### src/rtl/multi_edge_detector.sv
// Multi-channel edge detector: per-channel synchroniser, glitch filter,
// registered level with rising/falling pulses, mode-qualified event,
// sticky flag and saturating event counter.
module multi_edge_detector #(
  parameter int CHANNELS      = 4,
  parameter int SYNC_STAGES   = 2,
  parameter int FILTER_CYCLES = 3,
  parameter int CNT_WIDTH     = 8
) (
  input  logic                          clk,
  input  logic                          reset,
  input  logic [CHANNELS-1:0]           sig_in,
  input  logic [2*CHANNELS-1:0]         mode,
  input  logic [CHANNELS-1:0]           clr,
  output logic [CHANNELS-1:0]           level_out,
  output logic [CHANNELS-1:0]           posedge_out,
  output logic [CHANNELS-1:0]           negedge_out,
  output logic [CHANNELS-1:0]           event_out,
  output logic [CHANNELS-1:0]           sticky_out,
  output logic [CHANNELS*CNT_WIDTH-1:0] event_count
);

  localparam int FW = $clog2(FILTER_CYCLES) + 1;
  localparam logic [FW-1:0]        FILT_LAST = FW'(FILTER_CYCLES - 1);
  localparam logic [CNT_WIDTH-1:0] CNT_MAX   = {CNT_WIDTH{1'b1}};

  for (genvar i = 0; i < CHANNELS; i++) begin : g_ch
    logic [SYNC_STAGES-1:0] sync_q;
    logic                   sync_i;
    logic [FW-1:0]          filt_cnt;
    logic                   level_q;
    logic                   level_d;
    logic                   rise;
    logic                   fall;
    logic                   evt;
    logic                   sticky_q;
    logic [CNT_WIDTH-1:0]   cnt_q;

    assign sync_i = sync_q[SYNC_STAGES-1];

    // Shift the raw input through the synchroniser chain
    always_ff @(posedge clk or negedge reset) begin
      if (!reset) sync_q <= '0;
      else        sync_q <= {sync_q[SYNC_STAGES-2:0], sig_in[i]};
    end

    // Toggle the filtered level after FILTER_CYCLES consecutive mismatches
    always_ff @(posedge clk or negedge reset) begin
      if (!reset) begin
        filt_cnt <= '0;
        level_q  <= 1'b0;
      end else if (sync_i != level_q) begin
        if (filt_cnt == FILT_LAST) begin
          filt_cnt <= '0;
          level_q  <= ~level_q;
        end else begin
          filt_cnt <= filt_cnt + 1'b1;
        end
      end else begin
        filt_cnt <= '0;
      end
    end

    // Delayed copy of the filtered level for edge extraction
    always_ff @(posedge clk or negedge reset) begin
      if (!reset) level_d <= 1'b0;
      else        level_d <= level_q;
    end

    assign rise = level_q & ~level_d;
    assign fall = ~level_q & level_d;
    assign evt  = (rise & mode[2*i]) | (fall & mode[2*i+1]);

    // Sticky flag: an event in the same cycle as clr keeps the flag set
    always_ff @(posedge clk or negedge reset) begin
      if (!reset)      sticky_q <= 1'b0;
      else if (evt)    sticky_q <= 1'b1;
      else if (clr[i]) sticky_q <= 1'b0;
    end

    // Saturating event counter; clr with a coincident event restarts at 1
    always_ff @(posedge clk or negedge reset) begin
      if (!reset)                    cnt_q <= '0;
      else if (clr[i])               cnt_q <= evt ? CNT_WIDTH'(1) : '0;
      else if (evt && cnt_q != CNT_MAX) cnt_q <= cnt_q + 1'b1;
    end

    assign level_out[i]                        = level_q;
    assign posedge_out[i]                      = rise;
    assign negedge_out[i]                      = fall;
    assign event_out[i]                        = evt;
    assign sticky_out[i]                       = sticky_q;
    assign event_count[CNT_WIDTH*i +: CNT_WIDTH] = cnt_q;
  end

endmodule

### config.mk
export PLATFORM = sky130hd
export DESIGN_NAME = multi_edge_detector
export DESIGN_NICKNAME = d
export VERILOG_FILES = /design/src/rtl/multi_edge_detector.sv
export SDC_FILE = /design/constraint.sdc
export NUM_CORES = 1
export LEC_CHECK = 0
export ABC_AREA = 0
export CAP_MARGIN = 5
export CORE_MARGIN = 2
export CORE_UTILIZATION = 56
export CTS_BUF_LIST = sky130_fd_sc_hd__clkbuf_8
export DETAILED_ROUTE_END_ITERATION = 16
export PLACE_DENSITY = 0.91
export SLEW_MARGIN = 20
export SYNTH_ARGS = -nofsm -noshare
export SYNTH_HDL_FRONTEND = slang
export SYNTH_SLANG_ARGS = --single-unit
### constraint.sdc
create_clock -name clk -period 5.3 [get_ports clk]
set_input_delay 0.53 -clock clk [delete_from_list [all_inputs] [get_ports clk]]
set_output_delay 0.53 -clock clk [all_outputs]
set_load 0.01 [all_outputs]
=== Word level (Yosys, flattened, before mapping) ===
Index checks and enable logic that the tools add are counted.

* Bits in registers: 64
* Bits of input ports: 18

* Add/subtract/negate cells: 8
* Eq/ne operators: 12
* Muxes and demuxes: 28
* Bitwise operators: 28
* Reduce and logical (&&, ||, !) cells: 16

{| class="wikitable"
|+ Operator list
! operator !! count
|-
| $mux 8 || 8
|-
| $add 8x1->8 const B || 4
|-
| $ne 8x8->1 const B || 4
|-
| $mux 3 || 8
|-
| $and 1x1->1 || 16
|-
| $reduce_bool 2->1 || 8
|-
| $add 3x1->3 const B || 4
|-
| $eq 3x2->1 const B || 4
|-
| $mux 1 || 12
|-
| $not 1->1 || 8
|-
| $reduce_and 2->1 || 4
|-
| $logic_and 1x1->1 || 4
|-
| $ne 1x1->1 || 4
|-
| $or 1x1->1 || 4
|}

=== Depth between registers and ports, before layout ===
* Word-level depth: 7
* Gate-level depth with buffers: 6
* Depth with buffers taken out: 5

=== Worst setup path after synthesis ===
Ideal clock, no wire load.

* Kind: register -> register
* Start point: reg g_ch[0].cnt_q[0]
* End point: reg g_ch[0].cnt_q[6]
* Library setup time: 0.078 ns
* Arrival: 1.703 ns
* Path slack: 3.520 ns
* Cell stages (with the launch flop): 7
* Period minus slack after synthesis: 1.780 ns
* Cells stage by stage: dfrtp_1 ha_1 and3_1 a22o_1 buf_6 or4_1 a21oi_1

* Word-level cells in the longest chain between the ends: 3

{| class="wikitable"
|+ Ends and longest elaborated chain
! item !! line !! text
|-
| start: declaration || 37 || <nowiki>logic [CNT_WIDTH-1:0] cnt_q;</nowiki>
|-
| start signal: assignment || 84 || <nowiki>else if (clr[i]) cnt_q <= evt ? CNT_WIDTH'(1) : '0;</nowiki>
|-
| start signal: assignment || 85 || <nowiki>else if (evt && cnt_q != CNT_MAX) cnt_q <= cnt_q + 1'b1;</nowiki>
|-
| $add 8x1->8 / $ne 8x8->1 (equally long branches) || 85 ||
|-
| $mux 8 / $logic_and 1x1->1 (equally long branches) || 85 ||
|-
| $mux 8 / $reduce_bool 2->1 (equally long branches) || -- ||
|}

Several ways; a longest one is shown, not always the timed one. The select of a mux whose other input is x is not followed.
A chain may end at the register's enable or synchronous reset.

=== Worst setup path in the final report ===
* Start point: in mode[4]
* End point: out event_out[2]

* Word-level cells in the longest chain between the ends: 2

{| class="wikitable"
|+ Ends and longest elaborated chain
! item !! line !! text
|-
| start: declaration || 13 || <nowiki>input logic [2*CHANNELS-1:0] mode,</nowiki>
|-
| $and 1x1->1 || 72 || <nowiki>assign evt = (rise & mode[2*i]) | (fall & mode[2*i+1]);</nowiki>
|-
| $or 1x1->1 || 72 ||
|-
| end: declaration || 18 || <nowiki>output logic [CHANNELS-1:0] event_out,</nowiki>
|}

No other way between the ends.

==> results summary <==
The DRC violations left came out at 0. TritonCTS created 9 clock buffers. The total via count in the routed design came out at 2,473. The TritonCTS sink count came out at 64. In the routed layout, each cell is associated on average with a via count of 5.66.

The cell count after synthesis is between 300 and 400. The final cycle utilization of the critical path came out at 0.483. The synthesized area divided by synthesized cell count came out at 10.2 µm². The launching element of the worst setup path is mode[4]. The global route total overflow came out at 0.

The signal arrival time at the worst endpoint is 2030 ps. The number of buffers on the longest clock path came out at 2. The number of nets produced by synthesis is 329. The die area is 6180 µm².

The count of final hold-check violations is 0. The via count of the first global-routing pass is 2,394. Of all flip-flops after synthesis, the portion carrying an async set or reset was 1.00. The initial cell density of the core came out at 0.573. Entering global routing, the biggest net connects 65 pins.

For the worst-skew pair, the clock arrives at the later sink with an insertion delay of 330 ps. The initial antenna violation count came out at 0. The nature of the critical path startpoint is an input pin.

Of the post-synthesis cell area, the dominant cell type holds 0.513. The count of flip-flops with a built-in enable after synthesis came out at 0. The number of nets in the final layout is ~380.

The largest total area in the synthesized netlist belongs to dfrtp_1. The worst setup path category is in -> out. The total length of routed wires is 6630 µm.

The startpoint identified for the worst register-to-register timing path is g_ch[1].cnt_q[0]. For this design the static power due to leakage is 0.00159 µW. For the worst setup path, the data required time is 4770 ps. STA classifies the critical path endpoint as an output pin. The class of the worst hold path is reg -> reg. The number of buffers inserted to repair setup after CTS came out at 0.

The post-route setup TNS came out at 0 ps. The routed length per placed instance is 15.2 µm. The startpoint of the lowest-slack hold path is g_ch[2].sync_q[0].

The number of failing setup endpoints in the final timing report came out at 0. The maximum fanout encountered on the critical timing path is 10. From bottom edge to top edge, the die measures about 79 µm. Dividing total power by cell area gives a power density of roughly 450 nW/µm². The slowest stage of the critical path is the clkdlybuf4s50_1 cell. The number of distinct standard cells referenced by the synthesized netlist came out at 47. The first global-routing pass estimated ~11,000 µm of wire. For the finished layout, the period the worst path requires is about 2600 ps. The post-synthesis to final-layout area growth is 26.2%. Of the cells placed in the final design, the portion with a size suffix greater than 1 is 0.0548. The most frequently used flop master after synthesis is dfrtp_1. The number of gates resized after cts came out at 0. The relative slew slack came out at 0.440. TritonCTS built the clock tree. Counting the fill cells in the layout gives 419. Max-cap violations in this run came to 0.

The post-synthesis sequential area ratio came out at 0.513. The remaining antenna violation count after routing came out at 0. The number of inserted diodes is 0. The number of violations reported at the end of detailed-routing iteration 0 is 203. The estimated wirelength of the detail-placed design is 4530 µm. Leaving out fill and tap cells, the most frequent cell in the layout is clkdlybuf4s50_1. The count of yosys warnings during synthesis came out at 0. Based on the critical path, the design can be clocked at up to 390 MHz. By area the synthesized netlist is led by dfrtp_1 (51%), buf_4 (4.8%), a21oi_1 (4.3%). The run finished with clean final reports. In this run, synthesis produced a sequential element count of 64. Across the VDD grid, the largest voltage drop is roughly 0.28 mV. The number of primary I/O pins came out at 70. The first detailed-routing pass took 4 iterations. The tree is rooted in a clkbuf_8. The core region area came out at between 5000 and 6000 µm². For this run, the total global-route usage over all layers was measured as 0.233. The design area is 3940 µm². The maximum clock skew at final layout came out at 9.95 ps. Among the stages of the critical path, the cell type that occurs most often is clkdlybuf4s50_1. The top cell types in the final layout, fill and taps aside, are clkdlybuf4s50_1 (68), dfrtp_1 (64), a21oi_1 (27). The number of pins exceeding their max-slew limit in the final report is 0. The total number of placement rows came out at 27. The number of H-tree levels is 3. The cell area that synthesis handed to floorplanning was 3120 µm².

Setup repair after global routing left no endpoint under its margin. The clock-pin slew of the registers on the worst-case setup and hold paths is 70 ps. The die is 78.6 µm wide.

The final weighted congestion of routability-driven global placement came out at 0.821. The instance area at placement is 3700 µm². In this run the tool buffered the top-level ports with 69 buffer cells.

For the pin with the worst max-slew slack, the measured transition is 840 ps. The signal on the critical path passes through clkdlybuf4s50_1, nand3b_1, and2_1, inv_2, clkdlybuf4s50_1. The quantity of hold-fixing buffers added after cts came out at 0. For this run, the slowest stage of the critical path takes between 500 and 600 ps.
metrics by stage:
| stage | std cells | total power [µW] | util | worst slack, ps | hold WS, ps |
|---|---|---|---|---|---|
| 3_3_place_gp | 421 | 1270 | 0.681 | 2770 | 332 |
| 5_1_grt | 437 | 1880 | 0.723 | 2650 | 362 |
| 2_1_floorplan | 307 | 1130 | - | 3520 | 234 |
| 4_1_cts | 437 | 1780 | 0.723 | 2740 | 353 |
| 6_report | 437 | 1770 | 0.723 | 2740 | 351 |
| 3_5_place_dp | 421 | 1300 | 0.681 | 2740 | 341 |
critical path: cells and delay by family:
family,cells,cell delay (ps)
AND/OR/NAND/NOR,2,360
buffers and inverters,3,1130
layer usage:
layer,part of all wire,global-route usage,wire length [µm],vias to the layer above
met4,0.014,0.107,93,0
met1,0.42,0.289,2810,1210
met5,0,0,0,-
li1,-,-,-,1191
met2,0.53,0.393,3480,65
met3,0.037,0.0437,244,7
flip-flops by register name (all words and copies together), names as in the netlist:
name and flops:
g_ch.sticky_q 4, g_ch.cnt_q 32, g_ch.level_d 4, g_ch.sync_q 8
g_ch.filt_cnt 12, g_ch.level_q 4
synth_stat cells, types with 4 or more instances:
master,instances
xnor2_1,5
o21ai_1,6
nand2_1,20
inv_1,9
nand3_1,19
nor2_1,16
o21ai_0,4
mux2_1,5
o31ai_1,6
dfrtp_1,64
nor2b_1,14
buf_4,20
or4_1,7
nand3b_1,11
or3_1,8
nor3_1,8
a21oi_1,27
ha_1,4
xor2_1,4
cell families (layout without fill, tap and decap cells):
| logic type | after synthesis | in the layout | share of synthesized area |
|---|---|---|---|
| compound gates | 64 | 64 | 0.128 |
| flops | 64 | 64 | 0.513 |
| buf+inv | 38 | 96 | 0.0754 |
| fa+ha+maj | 4 | 4 | 0.0160 |
| mux | 9 | 9 | 0.0313 |
| xor+xnor | 9 | 9 | 0.0253 |
| simple gates | 119 | 119 | 0.211 |
cell type report:
type | instances | area [µm²] | area share
clock buffers | 10 | 138 | 0.0350
repair buffers | 70 | 693 | 0.176
multi-input cells | 205 | 1280 | 0.326
well taps | 72 | 90.1 | 0.0229
clock inverters | 6 | 92.6 | 0.0235
flip-flops and latches | 64 | 1600 | 0.407
inverters | 10 | 37.5 | 0.00954
report_power, final:
group | internal (µW) | switching (µW) | total [µW]
Combinational | 316 | 262 | 578
Clock | 279 | 194 | 473
Sequential | 594 | 120 | 714
worst paths after layout:
kind	endpoint	slack [ps]	cells past startpoint
setup / recovery	event_out[2]	2740	5
hold / removal	g_ch[2].sync_q[1]	350	0
setup reg to reg	g_ch[1].cnt_q[3]	3380	5
hold reg to reg	g_ch[2].sync_q[1]	350	0
max in group asynchronous	g_ch[2].filt_cnt[2]	4390	2
min in group asynchronous	g_ch[1].level_q	380	2
(Power assumes the default switching activity.)
